$ cat config.mk
export PLATFORM = sky130hd
export DESIGN_NAME = mem_access_stage_flat
export DESIGN_NICKNAME = d
export VERILOG_FILES = /design/src/rtl/mem_access_stage_if.sv /design/src/rtl/mem_access_stage.sv /design/src/flat_wrapper.sv
export SDC_FILE = /design/constraint.sdc
export NUM_CORES = 1
export LEC_CHECK = 0
export BUFFER_PORTS_ARGS = -buffer_cell sky130_fd_sc_hd__buf_2
export CORE_AREA = 2 2 119 121
export CTS_CLUSTER_SIZE = 14
export DETAILED_ROUTE_END_ITERATION = 16
export DIE_AREA = 0 0 121 123
export PLACE_DENSITY_LB_ADDON = 0.05
export SLEW_MARGIN = 25
export SYNTH_ARGS = -nofsm -noshare
export SYNTH_HDL_FRONTEND = slang
export SYNTH_SLANG_ARGS = --single-unit
$ cat constraint.sdc
create_clock -name clk -period 2.4 [get_ports clk]
set_clock_uncertainty 0.05 [all_clocks]
set_input_delay 0.24 -clock clk [delete_from_list [all_inputs] [get_ports clk]]
set_output_delay 0.24 -clock clk [all_outputs]
set_load 0.01 [all_outputs]
$ cat src/rtl/mem_access_stage_if.sv
// Word-wide data-memory req/ack bus between the MEM stage (master) and data memory (slave).
// req/we/addr/wdata come from registers in the master; rdata is sampled only while ack is high.
interface mem_access_stage_if;
    logic        dmem_req;
    logic        dmem_we;
    logic [31:0] dmem_addr;
    logic [31:0] dmem_wdata;
    logic [31:0] dmem_rdata;
    logic        dmem_ack;

    modport master (
        output dmem_req,
        output dmem_we,
        output dmem_addr,
        output dmem_wdata,
        input  dmem_rdata,
        input  dmem_ack
    );

    modport slave (
        input  dmem_req,
        input  dmem_we,
        input  dmem_addr,
        input  dmem_wdata,
        output dmem_rdata,
        output dmem_ack
    );
endinterface

$ cat src/rtl/mem_access_stage.sv
// MEM-stage load/store unit: a non-memory op passes through in 0 extra cycles; an aligned memory op takes IDLE + N BUSY + 1 DONE cycles.
// The upstream pipeline is held by stall while a request is being issued or is outstanding; a misaligned op or a bus timeout drops the writeback.
module mem_access_stage #(
    parameter int TIMEOUT = 16,
    parameter int CNT_W   = 8
) (
    input  logic                       clk,
    input  logic                       rst_n,
    input  logic                       ex_valid,
    input  logic [31:0]                alu_res,
    input  logic [31:0]                B_in,
    input  logic [31:0]                regWrAddr_in,
    input  logic                       MemRead_in,
    input  logic                       MemWr_in,
    input  logic                       MemtoReg_in,
    input  logic                       RegWr_in,
    output logic                       stall,
    mem_access_stage_if.master         dmem,
    output logic [31:0]                mem_out,
    output logic [31:0]                B_out,
    output logic [31:0]                regWrAddr_out,
    output logic                       MemtoReg_out,
    output logic                       RegWr_out,
    output logic                       align_err,
    output logic                       bus_err
);

    typedef enum logic [1:0] {
        IDLE,
        BUSY,
        DONE_OK,
        DONE_ERR
    } state_t;

    state_t             state;
    state_t             state_nxt;
    logic [CNT_W-1:0]   busy_cnt;
    logic [CNT_W-1:0]   busy_cnt_inc;
    logic [31:0]        load_q;
    logic               mem_op;
    logic               misaligned;
    logic               timeout_hit;
    logic               out_pass;

    assign mem_op       = ex_valid & (MemRead_in | MemWr_in);
    assign misaligned   = (alu_res[1:0] != 2'b00);
    assign busy_cnt_inc = busy_cnt + 1'b1;
    assign timeout_hit  = (busy_cnt_inc == CNT_W'(TIMEOUT));

    always_comb begin
        state_nxt = state;
        stall     = 1'b0;
        align_err = 1'b0;
        out_pass  = 1'b0;
        case (state)
            IDLE: begin
                if (mem_op) begin
                    if (misaligned) begin
                        align_err = 1'b1;
                    end else begin
                        stall     = 1'b1;
                        state_nxt = BUSY;
                    end
                end else if (ex_valid) begin
                    out_pass = 1'b1;
                end
            end
            BUSY: begin
                stall = 1'b1;
                // An ack landing on the timeout cycle still completes normally.
                if (dmem.dmem_ack) begin
                    state_nxt = DONE_OK;
                end else if (timeout_hit) begin
                    state_nxt = DONE_ERR;
                end
            end
            DONE_OK: begin
                out_pass  = 1'b1;
                state_nxt = IDLE;
            end
            DONE_ERR: begin
                state_nxt = IDLE;
            end
            default: begin
                state_nxt = IDLE;
            end
        endcase
    end

    // EX/MEM is frozen by stall, so the completed op's fields are still on the inputs in DONE.
    assign B_out         = out_pass ? alu_res      : 32'h0;
    assign regWrAddr_out = out_pass ? regWrAddr_in : 32'h0;
    assign MemtoReg_out  = out_pass & MemtoReg_in;
    assign RegWr_out     = out_pass & RegWr_in;
    assign mem_out       = (state == DONE_OK && !dmem.dmem_we) ? load_q : 32'h0;

    always_ff @(posedge clk or negedge rst_n) begin
        if (!rst_n) begin
            state <= IDLE;
        end else begin
            state <= state_nxt;
        end
    end

    always_ff @(posedge clk or negedge rst_n) begin
        if (!rst_n) begin
            dmem.dmem_req   <= 1'b0;
            dmem.dmem_we    <= 1'b0;
            dmem.dmem_addr  <= 32'h0;
            dmem.dmem_wdata <= 32'h0;
            busy_cnt        <= '0;
            load_q          <= 32'h0;
            bus_err         <= 1'b0;
        end else begin
            bus_err <= (state == BUSY) && (state_nxt == DONE_ERR);
            case (state)
                IDLE: begin
                    if (state_nxt == BUSY) begin
                        dmem.dmem_req   <= 1'b1;
                        dmem.dmem_we    <= MemWr_in;
                        dmem.dmem_addr  <= alu_res;
                        dmem.dmem_wdata <= B_in;
                        busy_cnt        <= '0;
                    end
                end
                BUSY: begin
                    if (dmem.dmem_ack) begin
                        dmem.dmem_req <= 1'b0;
                        if (!dmem.dmem_we) begin
                            load_q <= dmem.dmem_rdata;
                        end
                    end else if (timeout_hit) begin
                        dmem.dmem_req <= 1'b0;
                    end else begin
                        busy_cnt <= busy_cnt_inc;
                    end
                end
                default: begin
                end
            endcase
        end
    end

endmodule

$ cat src/flat_wrapper.sv
// flat-port wrapper written by rule: the top's interface ports become plain ports
module mem_access_stage_flat 
#(
    parameter int TIMEOUT = 16,
    parameter int CNT_W   = 8
)
  (clk, rst_n, ex_valid, alu_res, B_in, regWrAddr_in, MemRead_in, MemWr_in, MemtoReg_in, RegWr_in, stall, mem_out, B_out, regWrAddr_out, MemtoReg_out, RegWr_out, align_err, bus_err, dmem_dmem_req, dmem_dmem_we, dmem_dmem_addr, dmem_dmem_wdata, dmem_dmem_rdata, dmem_dmem_ack);
  mem_access_stage_if dmem_i ();
  input  logic clk;
  input  logic rst_n;
  input  logic ex_valid;
  input  logic [31:0] alu_res;
  input  logic [31:0] B_in;
  input  logic [31:0] regWrAddr_in;
  input  logic MemRead_in;
  input  logic MemWr_in;
  input  logic MemtoReg_in;
  input  logic RegWr_in;
  output logic stall;
  output logic [31:0] mem_out;
  output logic [31:0] B_out;
  output logic [31:0] regWrAddr_out;
  output logic MemtoReg_out;
  output logic RegWr_out;
  output logic align_err;
  output logic bus_err;
  output wire logic [$bits(dmem_i.dmem_req)-1:0] dmem_dmem_req;
  output wire logic [$bits(dmem_i.dmem_we)-1:0] dmem_dmem_we;
  output wire logic [$bits(dmem_i.dmem_addr)-1:0] dmem_dmem_addr;
  output wire logic [$bits(dmem_i.dmem_wdata)-1:0] dmem_dmem_wdata;
  input wire logic [$bits(dmem_i.dmem_rdata)-1:0] dmem_dmem_rdata;
  input wire logic [$bits(dmem_i.dmem_ack)-1:0] dmem_dmem_ack;
  assign dmem_dmem_req = dmem_i.dmem_req;
  assign dmem_dmem_we = dmem_i.dmem_we;
  assign dmem_dmem_addr = dmem_i.dmem_addr;
  assign dmem_dmem_wdata = dmem_i.dmem_wdata;
  assign dmem_i.dmem_rdata = dmem_dmem_rdata;
  assign dmem_i.dmem_ack = dmem_dmem_ack;
  mem_access_stage #(.TIMEOUT(TIMEOUT), .CNT_W(CNT_W)) u_core (.clk(clk), .rst_n(rst_n), .ex_valid(ex_valid), .alu_res(alu_res), .B_in(B_in), .regWrAddr_in(regWrAddr_in), .MemRead_in(MemRead_in), .MemWr_in(MemWr_in), .MemtoReg_in(MemtoReg_in), .RegWr_in(RegWr_in), .stall(stall), .dmem(dmem_i), .mem_out(mem_out), .B_out(B_out), .regWrAddr_out(regWrAddr_out), .MemtoReg_out(MemtoReg_out), .RegWr_out(RegWr_out), .align_err(align_err), .bus_err(bus_err));
endmodule
==> flow_summary.toml, run 1 <==
[clock_tree]
clockBufferDepth = 2
hold_buffers = 1
cts_max_level = 3
postCtsSetupRepairBufs = 0
ctsResizeCount = 0
root_buffer = "clkbuf_16"
cts_tree = "yes"
clock_sinks = 109
clkLatencyLatePin_ns = 0.35
clkTransAtPathRegs_ns = 0.07
numCtsBuffers = 9

[sta]
setup_tns_ns = 0
timing.final.crit_share = 0.8637
timing.fmax_mhz = 482.4
layout_min_cycle_time_ns = 2.073
setup_violations = 0
tightest_slew_ns = 0.5889
finalHoldViolCount = 0
grt_setup_unrepaired = "no"
fin_hold_ws_ns = 0.06896
maxSlewHeadroom = 0.6074
slew_violations = 0

[finish]
regArea_mm2 = 0.002728
area_growth_pct = 40.80
diodes = 0
final_nets = 832
drive_gt1_frac = 0.6171
final_core_util = 0.5164
fillerInstances = 1265
multi_input_area_mm2 = 0.002156

[pwr]
worst_ir_drop_vdd_mv = 0.3885
switching_share = 0.2949
power_mw = 5.759
p_sw_mw = 1.698
comb_power_share = 0.271
seqPwrFrac = 0.483
power.leakage_nw = 3.661
power_density_mw_per_mm2 = 819.3
p_int_mw = 4.061
pwr-share-clk = 0.246

[floorplan]
core_area_mm2 = 0.01361
core.rowCount = 43
die_width_um = 121
ios = 303
start_util = 0.3668
die_area_mm2 = 0.01488
die_h_um = 123

[synthesis]
synth_cell_types = 40
synth.most_common_cell = "dfrtp_1"
synth_edf_count = 0
ys_warn_count = 0
netlist.area_leader.share = 0.5464
yosysSeqAreaShare = 0.5464
yosys.area.top_type = "dfrtp_1"
synth_nets = 533
synthTopCellsByArea = "dfrtp_1, mux2_2, and2_1, buf_2, clkbuf_1"
yosys-top-cells-count = "dfrtp_1, and2_1, mux2_2, clkbuf_1, nor2_1"
synth_area_mm2 = 0.004992
async_reset_ff_frac = 1.000
syn_inst = 396
avgSynthCellArea_um2 = 12.61
ys.flop_type = "dfrtp_1"
ys_ff_latch = 109

[worst_setup_path]
slowest_stage = "dfrtp_1"
start_kind = "register"
cp_slowest_stage_delay_ns = 0.46
worstPathMaxFanout = 7
endpoint_kind = "register"
worstPathRequired_ns = 2.59
critical_path.cell_chain = "ha_1, nor3_1, o2111ai_2, a221oi_4, nor2_2, mux2_2"
critical_path_arrival_ns = 2.26
worst-setup-path-type = "reg -> reg"

[detailed_routing]
drt-total-wl_um = 14510
wl_per_cell_um = 16.49
num_vias = 4116
via_per_inst = 4.677
detail-route-antenna-nets = 0
drt_iter0_markers = 91
drc = 0
first_pass_iters = 4

[run_status]
status = "complete, no violations"

[placed_design]
io_buffers = 302
place_congestion = 0.8559
dp_hpwl_um = 11050

[worst_hold_path]
holdCritPathClass = "in -> reg"

[flow_run]
maxCapViolCount = 0

[grt]
grt-ovfl-total = 0
grt_pass1_wl_um = 21160
grt_pass1_vias = 4011
grt_max_degree = 57
grt_use_total = 0.1866
antenna_found_initial = 0
[stage by stage]
stage	cell area, µm²	std cells	setup WS, ns
detailed placement	6739	863	0.3465
CTS	7029	880	0.3401
finish	7029	880	0.3272
global placement	6739	863	0.4014
global route	7029	880	0.2250
floorplan	4992	396	0.5060
[power groups by stage]
stage / registers, mW / clock network (mW) / logic [mW]
CTS: 2.78 / 1.46 / 1.59
global placement: 2.78 / 0 / 1.55
floorplan: 2.88 / 0 / 0.789
detailed placement: 2.80 / 0 / 1.59
global route: 2.87 / 1.53 / 1.70
finish: 2.78 / 1.42 / 1.56
[worst max-delay path: cells and delay by family, from the launching register on]
family	cells	cell delay (ns)
simple gates	2	0.31
fa+ha+maj	1	0.28
compound gates	2	0.60
mux	1	0.26
flops	1	0.46
[cells in the final DEF (no fill, tap or decap), types with 2 or more instances in the layout]
cell type and instances:
nand2_1 8, inv_1 2, mux2i_1 3, nor2_1 9, buf_12 3, clkbuf_16 9
o2bb2ai_1 3, nor3_1 6, mux2_2 96, nor2b_1 2, nand2b_1 3, nand3_1 2
dfrtp_1 109, and2_1 98, buf_4 7, clkbuf_1 2, nand4_1 2, buf_2 301
a21oi_1 4, clkinvlp_4 2, o21ai_0 4, clkbuf_8 2
[state kept, by name, indices dropped and copies added (netlist names)]
signal / flops
u_core.dmem.dmem_addr: 32
u_core.dmem.dmem_wdata: 32
u_core.load_q: 32
u_core.busy_cnt: 8
u_core.state: 2
u_core.bus_err: 1
u_core.dmem.dmem_req: 1
u_core.dmem.dmem_we: 1
[area by class of cell]
type / count / share of cell area
multi-input combinational: 260 / 0.3067
inverter: 3 / 0.001602
tap: 180 / 0.03204
clock buffer: 13 / 0.03702
clock inverter: 3 / 0.002848
sequential: 109 / 0.3880
timing repair buffer: 312 / 0.2318
[layer usage]
| metal | track usage | vias to the layer above | part of all wire |
|---|---|---|---|
| met3 | 0.05858 | 17 | 0.089 |
| met5 | 0 | - | 0 |
| li1 | - | 1941 | - |
| met2 | 0.3265 | 179 | 0.51 |
| met4 | 0.07922 | 0 | 0.020 |
| met1 | 0.2104 | 1979 | 0.38 |
[final timing paths]
| kind | start | to | slack, ns | cells after the start |
|---|---|---|---|---|
| max | u_core.busy_cnt[0] | u_core.busy_cnt[0] | 0.33 | 6 |
| min | B_in[19] | u_core.dmem.dmem_wdata[19] | 0.07 | 2 |
| max reg2reg | u_core.busy_cnt[0] | u_core.busy_cnt[0] | 0.33 | 6 |
| min reg2reg | u_core.load_q[0] | u_core.load_q[0] | 0.45 | 1 |
| max in group asynchronous | rst_n | u_core.dmem.dmem_wdata[0] | 1.22 | 3 |
| min in group asynchronous | rst_n | u_core.dmem.dmem_wdata[1] | 0.38 | 2 |
[kinds of logic after synthesis]
logic type,Yosys count,synth area share
AND/OR/NAND/NOR,140,0.1684
flip-flops,109,0.5464
multiplexers,99,0.2226
buffers and inverters,27,0.02631
AO/OA/AOI/OAI,20,0.03384
adder cells (fa/ha/maj),1,0.002506
Power figures use the tool's default switching activity.
==> run 2: changes to the inputs <==
CORE_AREA = unset   (was 2 2 119 121)
CORE_ASPECT_RATIO = 0.5   (was unset)
CORE_UTILIZATION = 40   (was unset)
CTS_CLUSTER_DIAMETER = 120   (was unset)
DIE_AREA = unset   (was 0 0 121 123)
==> flow_summary.toml, run 2 (synthesis gave the netlist of run 1 again) <==
[run_status]
status = "complete, no violations"

[clock_tree]
numCtsBuffers = 9
clkTransAtPathRegs_ns = 0.08
postCtsSetupRepairBufs = 0
clock_sinks = 109
clockBufferDepth = 2
cts_max_level = 3
cts_tree = "yes"
clkLatencyLatePin_ns = 0.34
root_buffer = "clkbuf_16"

[detailed_routing]
drt_iter0_markers = 119
drt-total-wl_um = 12680
via_per_inst = 4.582
num_vias = 3954
first_pass_iters = 4
drc = 0
detail-route-antenna-nets = 0
wl_per_cell_um = 14.70

[finish]
area_growth_pct = 40.73
final_cells = 863
final_common_cell = "buf_2"
final_nets = 830
reg_top3 = "u_core.dmem.dmem_addr x32, u_core.dmem.dmem_wdata x32, u_core.load_q x32"
diodes = 0
mostFrequentLayoutCells = "buf_2, dfrtp_1, and2_1, mux2_2"
drive_gt1_frac = 0.6175

[worst_hold_path]
whs_path_depth = 2
min_from = "dmem_dmem_rdata[16]"
holdCritPathClass = "in -> reg"

[grt]
antenna_found_initial = 0
grt_use_total = 0.1923
grt-ovfl-total = 0
grt_pass1_wl_um = 19510
grt_pass1_vias = 3679
grt_max_degree = 67

[sta]
slew_violations = 0
setup_violations = 0
grt_setup_unrepaired = "no"
finalHoldViolCount = 0
timing.final.crit_share = 0.8546
timing.fmax_mhz = 487.6
maxSlewHeadroom = 0.5780
layout_min_cycle_time_ns = 2.051
tightest_slew_ns = 0.6330
setup_tns_ns = 0
setup_ws_ns = 0.3490

[pwr]
worst_ir_drop_vdd_mv = 0.4091
power.leakage_nw = 3.667
p_sw_mw = 1.705
p_int_mw = 4.022
power_density_mw_per_mm2 = 815.2
pwr-share-clk = 0.250
seqPwrFrac = 0.482
switching_share = 0.2977
comb_power_share = 0.269

[worst_setup_path]
start_kind = "register"
worstPathRequired_ns = 2.58
startpoint = "u_core.busy_cnt[0]"
rr_worst_depth = 6
worst-setup-path-type = "reg -> reg"
r2r_start = "u_core.busy_cnt[0]"
critical_path_arrival_ns = 2.23
endpoint_kind = "register"
worstPathMaxFanout = 7

[floorplan]
core.rowCount = 28
die_h_um = 81.00
core_area_mm2 = 0.01198
start_util = 0.4167
die_area_mm2 = 0.01296
die_width_um = 160.0
ios = 303

[placed_design]
dp_slack_ns = 0.3646
io_buffers = 302
dp.cells = 846
dp_hpwl_um = 9505
place_congestion = 0.8175

[flow_run]
maxCapViolCount = 0
run 2: layout make-up:
class	instances	area (µm²)
fill	1041	4956
sequential	109	2728
multi-input combinational	260	2156
timing repair buffer	310	1639
clock buffer	10	229.0
tap	165	206.4
clock inverter	6	56.30
inverter	3	11.26
run 2: what timing repair did:
item	4_1_cts	5_1_grt
hold buffers	1	0
resized for setup	0	0
endpoints found under the hold margin	46	0
run 2: metal layers:
metal / share of wire / GRT usage / vias up
met5: 0 / 0 / -
met4: 0.0032 / 0.03810 / 0
met3: 0.075 / 0.07150 / 4
met2: 0.49 / 0.3213 / 124
met1: 0.43 / 0.2420 / 1882
li1: - / - / 1944
run 2: path summary, 6_finish.rpt:
path | to | slack [ns]
max | u_core.busy_cnt[0] | 0.35
min | u_core.load_q[16] | 0.07
max reg2reg | u_core.busy_cnt[0] | 0.35
min reg2reg | u_core.dmem.dmem_addr[0] | 0.45
max in group asynchronous | u_core.busy_cnt[5] | 1.24
min in group asynchronous | u_core.dmem.dmem_wdata[22] | 0.39
run 2: power groups by stage:
stage	Sequential, mW	Combinational, mW	Clock, mW
6_report	2.76	1.54	1.43
5_1_grt	2.85	1.69	1.56
3_5_place_dp	2.79	1.57	0
4_1_cts	2.77	1.57	1.48
2_1_floorplan	2.88	0.789	0
3_3_place_gp	2.77	1.54	0
run 2: worst max-delay path, stage by stage, from the launching register on:
cell,delay (ns)
dfrtp_1,0.45
ha_1,0.28
nor3_1,0.25
o2111ai_2,0.16
a221oi_4,0.42
nor2_2,0.07
mux2_2,0.26
run 2: per-stage QoR:
stage | power [mW] | instance area, µm² | util | hold WS, ns
4_1_cts | 5.819 | 7025 | 0.5864 | 0.05640
5_1_grt | 6.096 | 7025 | 0.5864 | 0.05782
6_report | 5.727 | 7025 | 0.5864 | 0.06994
3_3_place_gp | 4.310 | 6730 | 0.5617 | 0.2630
3_5_place_dp | 4.360 | 6730 | 0.5617 | 0.2561
2_1_floorplan | 3.666 | 4992 | - | -0.1056
